`config.mk`:
```
export PLATFORM = sky130hd
export DESIGN_NAME = johnson_seq_ctrl
export DESIGN_NICKNAME = d
export VERILOG_FILES = /design/src/rtl/johnson_ctrl_pkg.sv /design/src/rtl/johnson_prescaler.sv /design/src/rtl/johnson_seq_ctrl.sv
export SDC_FILE = /design/constraint.sdc
export NUM_CORES = 1
export LEC_CHECK = 0
export ABC_AREA = 0
export BUFFER_PORTS_ARGS = -buffer_cell sky130_fd_sc_hd__buf_4
export CAP_MARGIN = 5
export CORE_MARGIN = 2
export CORE_UTILIZATION = 55
export CTS_CLUSTER_SIZE = 28
export DETAILED_ROUTE_END_ITERATION = 7
export PLACE_DENSITY = 0.73
export REMOVE_ABC_BUFFERS = 1
export SLEW_MARGIN = 20
export SYNTH_ARGS = -nofsm -noshare
export SYNTH_HDL_FRONTEND = slang
export SYNTH_SLANG_ARGS = --single-unit
```
`constraint.sdc`:
```
create_clock -name clk -period 4.62 [get_ports clk]
set_input_delay 0.231 -clock clk [delete_from_list [all_inputs] [get_ports clk]]
set_output_delay 0.231 -clock clk [all_outputs]
set_load 0.1 [all_outputs]
```
`src/rtl/johnson_ctrl_pkg.sv`:
```
// Shared definitions for the Johnson ring controller: opcodes, FSM states and
// pattern helpers (legality and phase recovery from a loaded pattern).
package johnson_ctrl_pkg;

  localparam logic [2:0] OP_STOP  = 3'd0;
  localparam logic [2:0] OP_RUN   = 3'd1;
  localparam logic [2:0] OP_STEP  = 3'd2;
  localparam logic [2:0] OP_LOAD  = 3'd3;
  localparam logic [2:0] OP_CLEAR = 3'd4;

  typedef enum logic [1:0] {
    ST_IDLE = 2'd0,
    ST_RUN  = 2'd1,
    ST_STEP = 2'd2
  } state_t;

  // Phase of a Johnson pattern: ones count while filling (MSB set or all zero),
  // 2*width minus ones count while draining.
  function automatic logic [5:0] phase_from_pattern(input logic [15:0] pat, input int width);
    logic [5:0] ones;
    ones = 6'd0;
    for (int i = 0; i < 16; i++) begin
      ones = ones + ((i < width) ? 6'(pat[i]) : 6'd0);
    end
    return (pat[width-1] || (ones == 6'd0)) ? ones : (6'(2 * width) - ones);
  endfunction

  // A legal Johnson state has at most one transition between adjacent bits.
  function automatic logic legal_pattern(input logic [15:0] pat, input int width);
    logic [4:0] edges;
    edges = 5'd0;
    for (int i = 0; i < 15; i++) begin
      edges = edges + (((i < width - 1) && (pat[i] != pat[i+1])) ? 5'd1 : 5'd0);
    end
    return (edges <= 5'd1);
  endfunction

endpackage

```
`src/rtl/johnson_prescaler.sv`:
```
// Advance-tick prescaler: counts 0..DIVISOR-1 while enabled, tick on the last count.
module johnson_prescaler #(
  parameter int DIVISOR = 50000000
) (
  input  logic clk,
  input  logic rst,
  input  logic en,
  input  logic clr,
  output logic tick
);

  localparam logic [27:0] LAST = 28'(DIVISOR - 1);

  logic [27:0] r_cnt;

  // Prescaler count; clear has priority over counting.
  always_ff @(posedge clk or posedge rst) begin
    if (rst) begin
      r_cnt <= 28'd0;
    end else if (clr) begin
      r_cnt <= 28'd0;
    end else if (en) begin
      r_cnt <= (r_cnt == LAST) ? 28'd0 : (r_cnt + 28'd1);
    end else begin
      r_cnt <= r_cnt;
    end
  end

  assign tick = en & (r_cnt == LAST);

endmodule

```
`src/rtl/johnson_seq_ctrl.sv`:
```
// Run/stop/step/load controller for a WIDTH-bit Johnson ring.
// Build option: define JOHNSON_LEGAL_CHECK_EN to reject illegal LOAD patterns (sets sticky err).
module johnson_seq_ctrl
  import johnson_ctrl_pkg::*;
#(
  parameter  int WIDTH   = 4,
  parameter  int DIVISOR = 50000000,
  localparam int PW      = $clog2(2 * WIDTH)
) (
  input  logic             clk,
  input  logic             rst,
  input  logic             cmd_valid,
  output logic             cmd_ready,
  input  logic [2:0]       cmd_op,
  input  logic             cmd_dir,
  input  logic [WIDTH-1:0] cmd_data,
  output logic [WIDTH-1:0] q,
  output logic [PW-1:0]    phase_idx,
  output logic             tick,
  output logic             wrap,
  output logic             busy,
  output logic             err
);

  localparam logic [PW-1:0] LAST_PH = PW'(2 * WIDTH - 1);

  state_t           r_state, w_state_nx;
  logic             r_dir, w_dir_nx;
  logic             r_ready, r_busy, r_wrap, w_wrap_nx, r_err, w_err_nx;
  logic [WIDTH-1:0] r_q, w_q_nx;
  logic [PW-1:0]    r_phase, w_phase_nx, w_load_phase;
  logic [15:0]      w_pat16;
  logic             w_accept, w_acc_run, w_acc_step, w_acc_stop, w_acc_load, w_acc_clear;
  logic             w_ps_tick, w_ps_clr, w_cmd_wins, w_tick, w_adv;

  assign w_accept    = cmd_valid & r_ready;
  assign w_acc_stop  = w_accept & (cmd_op == OP_STOP);
  assign w_acc_run   = w_accept & (cmd_op == OP_RUN);
  assign w_acc_step  = w_accept & (cmd_op == OP_STEP);
  assign w_acc_load  = w_accept & (cmd_op == OP_LOAD);
  assign w_acc_clear = w_accept & (cmd_op == OP_CLEAR);

  // A command landing in a tick cycle cancels that advance.
  assign w_cmd_wins = w_acc_stop | w_acc_load | w_acc_clear;
  assign w_tick     = w_ps_tick & ~w_cmd_wins;
  assign w_adv      = w_tick | (r_state == ST_STEP);

  assign w_pat16      = 16'(cmd_data);
  assign w_load_phase = PW'(phase_from_pattern(w_pat16, WIDTH));

  johnson_prescaler #(.DIVISOR(DIVISOR)) u_prescaler (
    .clk  (clk),
    .rst  (rst),
    .en   (r_state == ST_RUN),
    .clr  (w_ps_clr),
    .tick (w_ps_tick)
  );

  // Next-state, direction latch and prescaler clear.
  always_comb begin
    w_state_nx = r_state;
    w_dir_nx   = r_dir;
    w_ps_clr   = 1'b0;
    case (r_state)
      ST_IDLE: begin
        w_ps_clr = 1'b1;
        if (w_acc_run) begin
          w_state_nx = ST_RUN;
          w_dir_nx   = cmd_dir;
        end else if (w_acc_step) begin
          w_state_nx = ST_STEP;
          w_dir_nx   = cmd_dir;
        end else begin
          w_state_nx = ST_IDLE;
        end
      end
      ST_RUN: begin
        w_ps_clr   = w_cmd_wins;
        w_state_nx = w_acc_stop ? ST_IDLE : ST_RUN;
      end
      ST_STEP: begin
        w_ps_clr   = 1'b1;
        w_state_nx = ST_IDLE;
      end
      default: begin
        w_ps_clr   = 1'b1;
        w_state_nx = ST_IDLE;
      end
    endcase
  end

  // Pattern, phase, wrap and error next values.
  always_comb begin
    w_q_nx     = r_q;
    w_phase_nx = r_phase;
    w_wrap_nx  = 1'b0;
    w_err_nx   = r_err;
    if (w_acc_clear) begin
      w_q_nx     = '0;
      w_phase_nx = '0;
      w_err_nx   = 1'b0;
    end else if (w_acc_load) begin
`ifdef JOHNSON_LEGAL_CHECK_EN
      if (legal_pattern(w_pat16, WIDTH)) begin
        w_q_nx     = cmd_data;
        w_phase_nx = w_load_phase;
      end else begin
        w_q_nx     = '0;
        w_phase_nx = '0;
        w_err_nx   = 1'b1;
      end
`else
      w_q_nx     = cmd_data;
      w_phase_nx = w_load_phase;
`endif
    end else if (w_adv) begin
      if (r_dir) begin
        w_q_nx     = {r_q[WIDTH-2:0], ~r_q[WIDTH-1]};
        w_wrap_nx  = (r_phase == '0);
        w_phase_nx = (r_phase == '0) ? LAST_PH : (r_phase - PW'(1));
      end else begin
        w_q_nx     = {~r_q[0], r_q[WIDTH-1:1]};
        w_wrap_nx  = (r_phase == LAST_PH);
        w_phase_nx = (r_phase == LAST_PH) ? '0 : (r_phase + PW'(1));
      end
    end else begin
      w_q_nx     = r_q;
      w_phase_nx = r_phase;
    end
  end

  // State and output registers.
  always_ff @(posedge clk or posedge rst) begin
    if (rst) begin
      r_state <= ST_IDLE;
      r_dir   <= 1'b0;
      r_ready <= 1'b0;
      r_busy  <= 1'b0;
      r_q     <= '0;
      r_phase <= '0;
      r_wrap  <= 1'b0;
      r_err   <= 1'b0;
    end else begin
      r_state <= w_state_nx;
      r_dir   <= w_dir_nx;
      r_ready <= (w_state_nx != ST_STEP);
      r_busy  <= (w_state_nx != ST_IDLE);
      r_q     <= w_q_nx;
      r_phase <= w_phase_nx;
      r_wrap  <= w_wrap_nx;
      r_err   <= w_err_nx;
    end
  end

  assign cmd_ready = r_ready;
  assign q         = r_q;
  assign phase_idx = r_phase;
  assign tick      = w_tick;
  assign wrap      = r_wrap;
  assign busy      = r_busy;
  assign err       = r_err;

endmodule

```
==> impl_metrics.env, run 1 <==
export IMPL_topRoutingLayerUsed="met4"
export IMPL_period_share_pct=56.2
export IMPL_finClkSkew_ns=0.00815
export IMPL_via_count=1774
export IMPL_cts_root_buffer="clkbuf_8"
export IMPL_rsz0062_at_grt="no"
export IMPL_layout_drive_gt1_share_pct=23.5
export IMPL_fmax_mhz=385
export IMPL_fp_dieW_um=71.2
export IMPL_fin_cells=320
export IMPL_cts_tree="yes"
export IMPL_post_route_min_period_ns=2.60
export IMPL_design_area_sq_mm=0.00276
export IMPL_netlist_area_sq_mm=0.00248
export IMPL_crit_type="in -> reg"
export IMPL_seq_area_frac_synth_pct=41.4
export IMPL_hold_class="in -> async"
export IMPL_cp_startpoint="cmd_data[0]"
export IMPL_drt_iter0_drc=75
export IMPL_route_met2_wl_um=2070
export IMPL_dieArea_sq_mm=0.00506
export IMPL_endpoint_kind="flip-flop"
export IMPL_core_area_sq_mm=0.00435
export IMPL_syn_avg_cell_area_sq_um=10.0
export IMPL_start_kind="input port"
export IMPL_gr_usage_all_layers_pct=20.3
export IMPL_m1WireLength_um=2250
export IMPL_first_global_vias=1653
export IMPL_grt_pass1_wl_um=8180
export IMPL_r2r_start="u_prescaler.r_cnt[0]$_DFFE_PP0P_"
export IMPL_htreeDepth=2
export IMPL_maxCapViolCount=0
export IMPL_final_common_cell="dfrtp_1"
export IMPL_placed_area_sq_mm=0.00264
export IMPL_worstPathMaxFanout=3
export IMPL_reg2reg_slack_ns=2.48
export IMPL_power_per_cell_area_mw_per_mm2=475
export IMPL_first_pass_iters=4
export IMPL_hold_viol=0
export IMPL_slew_headroom_pct=58.7
export IMPL_numCtsBuffers=5
export IMPL_num_io_pins=23
export IMPL_ys_flop_type="dfrtp_1"
export IMPL_wl_per_cell_um=14.3
export IMPL_finalSetupTns_ns=0
export IMPL_drv_slew=0
export IMPL_clock_path_buffers=2
export IMPL_ys_warnings_count=0
export IMPL_finalWirelength_um=4560
export IMPL_whs_ns=0.0480
export IMPL_nets=288
export IMPL_async_flop_share_pct=100
export IMPL_die_h_um=71.2
export IMPL_clock_latency_ns=0.30
export IMPL_syn_inst=247
export IMPL_vias_per_cell=5.54
export IMPL_grt_max_degree=42
export IMPL_p_leak_nw=1.15
export IMPL_n_fill_cell=359
export IMPL_ant_nets=0
export IMPL_antenna_cells=0
export IMPL_dp_hpwl_um=3250
export IMPL_start_util_pct=57.0
export IMPL_synth_cell_type_count=50
export IMPL_synth_seq_cells=41
export IMPL_tightestPinTransition_ns=0.611
export IMPL_post_cts_buffers=0
export IMPL_cts_resized=0
export IMPL_cts_clk_slew_worst_paths_ns=0.08
export IMPL_area_growth_pct=11.2
export IMPL_met3_length_um=165
export IMPL_std_cell_rows=24
export IMPL_layout_common_cells="dfrtp_1 (41), nor2_1 (33), buf_4 (22), nand2_1 (19), xnor2_1 (19)"
export IMPL_synth_edff_count=0
export IMPL_cts_hold_buf=0
export IMPL_overflow=0
export IMPL_cp_arrival_ns=2.79
export IMPL_drc=0
export IMPL_crit_required_ns=4.81
export IMPL_dp_cells=312
export IMPL_antenna_found_initial=0
export IMPL_port_buffers=21
export IMPL_clock_sinks=41
export IMPL_setup_viol=0
export IMPL_gp_congestion=0.770
export IMPL_run_status="completed"
export IMPL_ir_drop_uv=283
==> path summary, 6_finish.rpt <==
check | endpoint | cells past startpoint
max in group asynchronous | cmd_ready$_DFF_PP0_ | 3
hold reg to reg | u_prescaler.r_cnt[0]$_DFFE_PP0P_ | 1
setup reg to reg | u_prescaler.r_cnt[16]$_DFFE_PP0P_ | 6
hold / removal | u_prescaler.r_cnt[23]$_DFFE_PP0P_ | 3
min in group clk | r_dir$_DFFE_PP0P_ | 2
setup / recovery | phase_idx[2]$_DFFE_PP0P_ | 12
==> logic make-up (layout without fill, tap and decap cells) <==
logic type | Yosys count | after routing | share of synthesized area, %
AOI/OAI and AO/OA | 17 | 17 | 4.74
buffers and inverters | 22 | 43 | 4.69
DFF | 41 | 41 | 41.4
xor gates and xnor gates | 28 | 28 | 9.88
and+or+nand+nor | 115 | 115 | 28.2
muxes | 13 | 13 | 5.65
adders and majority gates | 10 | 10 | 5.35
other | 1 | 1 | 0.151
==> flip-flops by register name, indices dropped and copies added, names as in the netlist <==
signal	flops
wrap	1
phase_idx	3
busy	1
q	4
u_prescaler.r_cnt	28
r_dir	1
cmd_ready	1
r_state	2
==> worst max-delay path, stage by stage <==
cell and delay [ns]:
buf_4 0.12, fa_1 0.48, ha_1 0.19, ha_1 0.27, inv_1 0.06, ha_1 0.19, ha_1 0.19, nor2_1 0.21
mux2_2 0.36, o21ai_0 0.15, a21oi_1 0.06, mux2_2 0.28
==> routing by layer <==
layer,vias up,track usage (%)
li1,886,-
met1,853,30.1
met2,28,29.3
met3,7,4.56
met4,0,6.92
met5,-,0
==> report_power, final <==
part	internal, mW	total, mW	switching [mW]
clock network	0.176	0.302	0.126
registers	0.401	0.459	0.0580
logic	0.162	0.550	0.388
total	0.740	1.31	0.572
==> through the flow <==
| stage | total power [mW] | setup slack (ns) | util (%) |
|---|---|---|---|
| 3_3_place_gp | 1.01 | 1.81 | 60.7 |
| 4_1_cts | 1.32 | 2.01 | 63.4 |
| 3_5_place_dp | 1.02 | 1.70 | 60.7 |
| 5_1_grt | 1.37 | 1.92 | 63.4 |
| 2_1_floorplan | 0.896 | 2.01 | - |
| 6_report | 1.31 | 2.02 | 63.4 |
==> layout make-up <==
type	count	area (sq um)	share of cell area, %
Tap cell	52	65.1	2.36
Timing Repair Buffer	22	165	5.98
Clock buffer	7	86.3	3.13
Inverter	13	48.8	1.77
Multi-Input combinational cell	184	1340	48.5
Sequential cell	41	1030	37.2
Clock inverter	1	30.0	1.09
==> synth_stat cells, types with 5 or more instances <==
| cell | instances | area share (%) |
|---|---|---|
| ha_1 | 9 | 4.5 |
| mux2_2 | 8 | 3.6 |
| nor2_2 | 7 | 1.8 |
| xnor2_1 | 19 | 6.7 |
| mux2i_1 | 5 | 2.0 |
| dfrtp_1 | 41 | 41 |
| nand2_1 | 19 | 2.9 |
| nor2_1 | 33 | 5.0 |
| nand3_1 | 11 | 2.2 |
| a21oi_1 | 5 | 1.0 |
| nor3_1 | 8 | 1.6 |
| inv_1 | 13 | 2.0 |
| xor2_1 | 9 | 3.2 |
(Power assumes the default switching activity.)
==> run 2: changes to the inputs <==
==> constraint.sdc (replaced) <==
create_clock -name clk -period 2.4 [get_ports clk]
set_input_delay 0.12 -clock clk [delete_from_list [all_inputs] [get_ports clk]]
set_output_delay 0.12 -clock clk [all_outputs]
set_load 0.1 [all_outputs]
==> run 2 against run 1 <==
- non-clock buffer count rose by 6
- total power up 83%
- cell count grew 1.9%
- via count decreased by 0.39%
- sequential power is 92% higher
- global-route usage up 0.13 points
- register-to-register slack got worse by 2.2 ns
- clock power is 45% higher
- worst setup slack worse by 1.9 ns
- highest routed layer unchanged
- sequential share of layout area decreased by 0.42 points
- critical endpoint unchanged
- flip-flop and latch count unchanged
- cell area grew 1.1%
==> impl_metrics.env, run 2 (synthesized netlist as in run 1, its figures left out) <==
export IMPL_run_status="completed"
export IMPL_m1WireLength_um=2280
export IMPL_core_area_sq_mm=0.00435
export IMPL_drv_slew=0
export IMPL_maxCapViolCount=0
export IMPL_topRoutingLayerUsed="met4"
export IMPL_clock_sinks=41
export IMPL_fin_util_pct=64.1
export IMPL_hold_viol=0
export IMPL_grt_pass1_wl_um=8090
export IMPL_layout_common_cells="dfrtp_1 (41), nor2_1 (32), buf_4 (26), nand2_1 (19), xnor2_1 (19)"
export IMPL_crit_required_ns=2.58
export IMPL_cts_clk_slew_worst_paths_ns=0.08
export IMPL_endpoint_kind="flip-flop"
export IMPL_via_count=1767
export IMPL_clock_path_buffers=2
export IMPL_first_global_vias=1709
export IMPL_first_pass_iters=4
export IMPL_gr_usage_all_layers_pct=20.4
export IMPL_std_cell_rows=24
export IMPL_ir_drop_uv=455
export IMPL_met3_length_um=127
export IMPL_start_kind="input port"
export IMPL_start_util_pct=57.0
export IMPL_crit_type="in -> reg"
export IMPL_route_met2_wl_um=2040
export IMPL_report_power_total_mw=2.40
export IMPL_final_common_cell="dfrtp_1"
export IMPL_worst_path_largest_cell_delay_ns=0.48
export IMPL_antenna_found_initial=0
export IMPL_dieArea_sq_mm=0.00506
export IMPL_die_h_um=71.2
export IMPL_wl_per_cell_um=13.9
export IMPL_area_growth_pct=12.5
export IMPL_worstPathMaxFanout=2
export IMPL_fmax_mhz=430
export IMPL_nets=294
export IMPL_switchingPower_mw=1.10
export IMPL_numCtsBuffers=5
export IMPL_tightestPinTransition_ns=0.599
export IMPL_dp_hpwl_um=3190
export IMPL_fp_dieW_um=71.2
export IMPL_setup_viol=0
export IMPL_ant_nets=0
export IMPL_pwr_share_clk_pct=18.3
export IMPL_fin_cells=326
export IMPL_cp_arrival_ns=2.50
export IMPL_largest_register="u_prescaler.r_cnt"
export IMPL_finalWirelength_um=4530
export IMPL_combPwrFrac_pct=45.0
export IMPL_antenna_cells=0
export IMPL_cts_tree="yes"
export IMPL_slew_headroom_pct=59.5
export IMPL_hold_class="in -> reg"
export IMPL_rsz0062_at_grt="no"
export IMPL_cts_root_buffer="clkbuf_8"
export IMPL_swShare_pct=45.7
export IMPL_drt_iter0_drc=88
export IMPL_gp_congestion=0.801
export IMPL_path_cells="buf_4 -> fa_1 -> ha_1 -> ha_1 -> inv_1 -> ha_1 -> ha_1 -> nor2_2 -> mux2_4 -> o21ai_2 -> a21oi_1 -> mux2_2"
export IMPL_grt_max_degree=42
export IMPL_port_buffers=21
export IMPL_drc=0
export IMPL_holdPathStages=2
export IMPL_p_seq_share_pct=36.7
export IMPL_clock_latency_ns=0.29
export IMPL_finClkSkew_ns=0.00709
export IMPL_power_per_cell_area_mw_per_mm2=860
export IMPL_r2r_worst_path_cells=6
export IMPL_slowest_stage="fa_1"
export IMPL_period_share_pct=96.8
export IMPL_p_leak_nw=1.17
export IMPL_num_io_pins=23
export IMPL_layout_drive_gt1_share_pct=25.9
export IMPL_overflow=0
export IMPL_finalSetupTns_ns=0
export IMPL_vias_per_cell=5.42
export IMPL_design_area_sq_mm=0.00279
export IMPL_n_fill_cell=367
export IMPL_placed_area_sq_mm=0.00268
export IMPL_largest_reg_flops=28
export IMPL_htreeDepth=2
export IMPL_dp_cells=317
export IMPL_path_common_cell="ha_1"
export IMPL_post_route_min_period_ns=2.32
export IMPL_intPower_mw=1.30
-- run 2: cell types whose count changed in the layout (fill, tap and decap cells not counted), sizes merged --
cell	change
dlygate4sd3	+1
bufinv	-1
buf	+5
clkbuf	-2
clkinv	+2
clkinvlp	+1
-- run 2: per-layer routing --
metal	track usage, %	up-vias
met4	6.29	0
met3	4.42	9
met2	31.2	21
li1	-	895
met5	0	-
met1	29.2	842
-- run 2: per-stage QoR --
step                      setup WS [ns]  hold slack, ns
after floorplan                 -0.0997           0.258
after global placement           -0.237           0.286
after detailed placement         -0.339           0.289
after CTS                        0.0232          0.0514
after global routing            0.00120          0.0637
final                            0.0771          0.0547
-- run 2: worst max-delay path, delay by kind of cell --
kind / cells / cell delay [ns]
adders and majority gates: 5 / 1.36
muxes: 2 / 0.58
buffers and inverters: 2 / 0.17
AOI/OAI and AO/OA: 2 / 0.14
and+or+nand+nor: 1 / 0.12
-- run 2: final timing paths --
kind | startpoint | end | slack, ns
setup / recovery | cmd_data[0] | phase_idx[2]$_DFFE_PP0P_ | 0.08
hold / removal | cmd_dir | r_dir$_DFFE_PP0P_ | 0.05
setup reg to reg | u_prescaler.r_cnt[0]$_DFFE_PP0P_ | u_prescaler.r_cnt[23]$_DFFE_PP0P_ | 0.29
hold reg to reg | u_prescaler.r_cnt[0]$_DFFE_PP0P_ | u_prescaler.r_cnt[0]$_DFFE_PP0P_ | 0.49
max in group asynchronous | rst | busy$_DFF_PP0_ | 1.53
min in group asynchronous | rst | u_prescaler.r_cnt[20]$_DFFE_PP0P_ | 0.50
-- run 2: repair_timing --
item                                   in CTS  in global routing
pin swaps                                   0                  1
setup endpoints to repair                   1                  2
endpoints found under the hold margin      41                  0
buffers inserted                            0                  0
hold buffers                                1                  0
resized for setup                           2                  3
-- run 2: cell type report --
class	count	area, sq um	area share (%)
Clock buffer	5	68.8	2.47
Multi-Input combinational cell	184	1350	48.3
Inverter	13	48.8	1.75
Timing Repair Buffer	28	216	7.75
Clock inverter	3	17.5	0.628
Tap cell	52	65.1	2.33
Sequential cell	41	1030	36.8
-- run 2: power groups by stage --
stage | combinational (mW) | clock (mW) | sequential (mW)
4_1_cts | 1.09 | 0.456 | 0.881
6_report | 1.08 | 0.438 | 0.881
3_5_place_dp | 1.08 | 0 | 0.893
3_3_place_gp | 1.06 | 0 | 0.890
5_1_grt | 1.16 | 0.476 | 0.901
2_1_floorplan | 0.384 | 0 | 1.34
